[src/rtl/dla_cdc_handshake_tx.sv]
// Transmit end of a 4-phase req/ack clock crossing.
// A word is taken over a valid/ready port, held on o_data and announced with
// a registered o_req. The asynchronous acknowledge passes through a
// metastability chain before it is used.
module dla_cdc_handshake_tx #(
  parameter int DATA_WIDTH           = 32,
  parameter int METASTABILITY_STAGES = 3
) (
  input  logic                  clk,
  input  logic                  i_async_resetn,
  input  logic                  i_valid,
  output logic                  o_ready,
  input  logic [DATA_WIDTH-1:0] i_data,
  output logic                  o_req,
  output logic [DATA_WIDTH-1:0] o_data,
  input  logic                  i_ack,
  output logic                  o_busy,
  output logic                  o_done
);

  typedef enum logic [1:0] {
    ST_IDLE    = 2'd0,
    ST_REQ     = 2'd1,
    ST_RELEASE = 2'd2
  } state_t;

  state_t                          state_r;
  state_t                          state_nxt;
  logic [METASTABILITY_STAGES-1:0] sync_r;
  logic                            ack_sync;
  logic                            req_r;
  logic                            req_nxt;
  logic                            busy_r;
  logic                            busy_nxt;
  logic                            done_r;
  logic                            done_nxt;
  logic                            load;
  logic                            accept;
  logic [DATA_WIDTH-1:0]           data_r;

  assign ack_sync = sync_r[METASTABILITY_STAGES-1];

  // A stale acknowledge still high in IDLE holds off the next word.
  assign o_ready = (state_r == ST_IDLE) && !ack_sync;
  assign accept  = i_valid && o_ready;

  assign o_req  = req_r;
  assign o_data = data_r;
  assign o_busy = busy_r;
  assign o_done = done_r;

  // Metastability chain for the foreign-domain acknowledge.
  always_ff @(posedge clk or negedge i_async_resetn) begin
    if (!i_async_resetn) begin
      sync_r <= {METASTABILITY_STAGES{1'b0}};
    end else begin
      sync_r <= {sync_r[METASTABILITY_STAGES-2:0], i_ack};
    end
  end

  // Next-state and next-output decode; protocol-illegal ack edges are ignored.
  always_comb begin
    state_nxt = state_r;
    req_nxt   = 1'b0;
    done_nxt  = 1'b0;
    load      = 1'b0;
    busy_nxt  = 1'b0;
    case (state_r)
      ST_IDLE: begin
        if (accept) begin
          state_nxt = ST_REQ;
          req_nxt   = 1'b1;
          load      = 1'b1;
        end else begin
          state_nxt = ST_IDLE;
        end
      end
      ST_REQ: begin
        if (ack_sync) begin
          state_nxt = ST_RELEASE;
          req_nxt   = 1'b0;
        end else begin
          state_nxt = ST_REQ;
          req_nxt   = 1'b1;
        end
      end
      ST_RELEASE: begin
        if (!ack_sync) begin
          state_nxt = ST_IDLE;
          done_nxt  = 1'b1;
        end else begin
          state_nxt = ST_RELEASE;
        end
      end
      default: begin
        state_nxt = ST_IDLE;
      end
    endcase
    busy_nxt = (state_nxt != ST_IDLE);
  end

  // State and registered handshake outputs.
  always_ff @(posedge clk or negedge i_async_resetn) begin
    if (!i_async_resetn) begin
      state_r <= ST_IDLE;
      req_r   <= 1'b0;
      busy_r  <= 1'b0;
      done_r  <= 1'b0;
    end else begin
      state_r <= state_nxt;
      req_r   <= req_nxt;
      busy_r  <= busy_nxt;
      done_r  <= done_nxt;
    end
  end

  // Captured word; only an accept changes it, so it is stable for the whole
  // 4-phase cycle the receiver may sample it in.
  always_ff @(posedge clk or negedge i_async_resetn) begin
    if (!i_async_resetn) begin
      data_r <= {DATA_WIDTH{1'b0}};
    end else if (load) begin
      data_r <= i_data;
    end else begin
      data_r <= data_r;
    end
  end

endmodule

[config.mk]
export PLATFORM = sky130hd
export DESIGN_NAME = dla_cdc_handshake_tx
export DESIGN_NICKNAME = d
export VERILOG_FILES = /design/src/rtl/dla_cdc_handshake_tx.sv
export SDC_FILE = /design/constraint.sdc
export NUM_CORES = 1
export LEC_CHECK = 0
export CORE_AREA = 2 2 60 62
export CTS_CLUSTER_SIZE = 25
export DETAILED_ROUTE_END_ITERATION = 12
export DIE_AREA = 0 0 62 64
export DONT_BUFFER_PORTS = 1
export PLACE_DENSITY = 0.68
export SYNTH_ARGS = -nofsm -noshare
export SYNTH_HDL_FRONTEND = slang
export SYNTH_SLANG_ARGS = --single-unit
[constraint.sdc]
create_clock -name clk -period 1.46 [get_ports clk]
set_clock_uncertainty 0.05 [all_clocks]
set_input_delay 0.219 -clock clk [delete_from_list [all_inputs] [get_ports clk]]
set_output_delay 0.219 -clock clk [all_outputs]
set_load 0.01 [all_outputs]
==> impl_metrics.tcl <==
set metrics [dict create \
    outcome "finished with violations" \
    violations "negative setup slack" \
    groute.usage.overall_pct 15.6 \
    finalHoldViolCount 0 \
    cts_tree "yes" \
    synth-edff-count 0 \
    root_buffer "clkbuf_4" \
    antenna_found_initial 0 \
    synth_top_family_by_area "multiplexers" \
    max_stage_delay_ns 0.42 \
    drt_iter0_drc 12 \
    cts.sinks 40 \
    hold_path.class "in2reg" \
    numCtsBuffers 5 \
    yosysUniqueCellTypes 15 \
    clockPowerShare_pct 18.8 \
    drv_slew 0 \
    worst_pin_slew_ns 0.207 \
    via_count 878 \
    totalWireLength_um 2840 \
    synth_seq_area_share_pct 61.8 \
    vias_per_cell 4.91 \
    synthMuxAreaShare_pct 29.2 \
    die_w_um 62 \
    postSynthNetCount 124 \
    wl_per_cell_um 15.9 \
    grtUsageMet1_pct 16.3 \
    io_buffers 0 \
    syn_area_per_cell_um2 18.4 \
    setup_ws_ns -0.00833 \
    cp_data_required_time_ns 1.62 \
    combPwrFrac_pct 21.7 \
    synthSimpleGateAreaFrac_pct 3.17 \
    die_area_um2 3970 \
    period_needed_ns 1.47 \
    synth-compound-area-share_pct 0.618 \
    start_util_pct 49.3 \
    cts.path.max_buffers 2 \
    cellPowerDensity_nw_per_um2 1370 \
    switching_share_pct 28.0 \
    fmax_mhz 681 \
    power.switching_uw 812 \
    holdWs_ns 0.0528 \
    finalPower_mw 2.90 \
    grtUsageMet2_pct 25.5 \
    place_congestion 0.654 \
    grt_pass1_wl_um 4400 \
    clock_latency_ns 0.32 \
    crit_path_start_kind "flip-flop" \
    placed_cell_area_um2 1680 \
    crit_chain "nor3_4 -> and2_4 -> buf_12 -> mux2_4" \
    path_clk_slew_ns 0.10 \
    cap_violations 0 \
    synth-async-reset-ratio_pct 100 \
    dp_worst_setup_slack_ns -0.0377 \
    die_y_um 64 \
    ys_warn_count 0 \
    synth_xor_area_share_pct 0.541 \
    design_area_um2 2110 \
    setup_violations 17 \
    end_kind "flip-flop" \
    syn_inst 88 \
    crit_fanout 18 \
    gr-usage-met3_pct 7.09 \
    dp_hpwl_um 1820 \
    drtAntennaViolNets 0 \
    htreeDepth 2 \
    synth_fa_ha_area_share_pct 0 \
    grt_overflow_total 0 \
    synth_area_leaders "dfrtp_1 (62%), mux2_4 (28%), buf_12 (3.7%)" \
    core_area_um2 3280 \
    final_layout_size_suffix_gt1_share_pct 35.3 \
    worst_slew_margin_rel_pct 86.2 \
    power.leakage_nw 0.953 \
    yosysMostFrequentCell "dfrtp_1" \
    criticalPathCategory "reg2reg" \
    seqPwrFrac_pct 59.6 \
    critPathArrivalTime_ns 1.63 \
    num_antenna_cells 0 \
    netlist.area_leader.share_pct 61.8 \
    rsz0062_at_grt "yes" \
    first_pass_iters 3 \
    synth_area_um2 1620 \
    synthFlopType "dfrtp_1" \
    final_nets 168 \
    synth_top_area_cell "dfrtp_1" \
    busiest_layer "met2" \
    p_int_mw 2.09 \
    grt_max_degree 41 \
    min_period_over_period_pct 101 \
    cpMaxStageDelayCell "dfrtp_1" \
    fin_tns_setup_ns -0.0815 \
    ir_drop_mv 0.734 \
    drc 0 \
    ys_ff_latch 40 \
    ios 72 \
    grt_pass1_vias 996 \
    rows 21 \
    area_growth_pct 30.2 \
    synthTopCellsByCount "dfrtp_1 (40), mux2_4 (30), buf_12 (3)" \
]
[flip-flops by register name, indices dropped and copies added, names as in the netlist]
name,count
state_r,2
o_req,1
o_done,1
o_busy,1
o_data,32
sync_r,3
[cell type report]
cell class                 instances  area [um2]
multi-input combinational         43         557
clock buffer                       8        58.8
timing repair buffer              41         430
sequential                        40        1000
tap                               46        57.6
inverter                           1        3.75
fill                             253        1180
[worst max-delay path: cells and delay by family (launching register included)]
family | cells | cell delay, ns
buffers and inverters | 1 | 0.18
flip-flops | 1 | 0.42
multiplexers | 1 | 0.31
AND/OR/NAND/NOR | 2 | 0.40
[final timing paths]
path / start / to / slack [ns] / depth (start not counted)
worst max-delay path: sync_r[2]$_DFF_PN0_ / o_data[2]$_DFFE_PN0P_ / -0.008 / 4
worst min-delay path: i_valid / state_r[0]$_DFF_PN0_ / 0.05 / 2
worst max register to register: sync_r[2]$_DFF_PN0_ / o_data[2]$_DFFE_PN0P_ / -0.008 / 4
worst min register to register: sync_r[1]$_DFF_PN0_ / sync_r[2]$_DFF_PN0_ / 0.31 / 0
max in group asynchronous: i_async_resetn / o_data[10]$_DFFE_PN0P_ / 0.84 / 2
min in group asynchronous: i_async_resetn / o_data[19]$_DFFE_PN0P_ / 0.33 / 2
[power groups by stage]
stage	clock network, mW	registers (mW)	logic [mW]
finish	0.544	1.73	0.628
global route	0.635	1.76	0.674
CTS	0.578	1.73	0.636
detailed placement	0	1.74	0.524
global placement	0	1.74	0.503
floorplan	0	1.69	0.471
[metal layers]
layer / wire [um] / up-vias
li1: - / 393
met2: 1460 / 47
met3: 285 / 2
met5: 0 / -
met4: 15 / 0
met1: 1080 / 436
[per-stage QoR]
step           utilization [%]  std cells
2_1_floorplan                -         88
3_3_place_gp              51.2        136
3_5_place_dp              51.2        136
4_1_cts                   64.2        179
5_1_grt                   64.2        179
6_report                  64.2        179
[placed cells by master, fill, tap and decap left out]
cell type      instances
mux2_4                32
clkbuf_4               5
nor3b_1                1
a21oi_1                1
buf_12                 3
nor2_1                 2
buf_4                  4
inv_1                  1
and2_4                 1
clkbuf_1               2
nand3b_1               1
dfrtp_1               40
xnor2_1                1
dlygate4sd3_1         34
o21ai_0                1
nor3_4                 1
nor3_1                 2
clkbuf_8               1
[cells by family (layout without fill, tap and decap cells)]
kind of cell	Yosys count	after routing
muxes	32	32
and+or+nand+nor	8	8
DFF	40	40
AOI/OAI and AO/OA	2	2
buffers and inverters	5	50
xor gates and xnor gates	1	1
[repair_timing]
item,4_1_cts,5_1_grt
resized for setup,2,0
hold buffers,35,0
hold endpoints to repair,73,0
buffers inserted,0,0
setup endpoints to repair,19,32
Note: power is estimated with default switching activity, not from simulation.
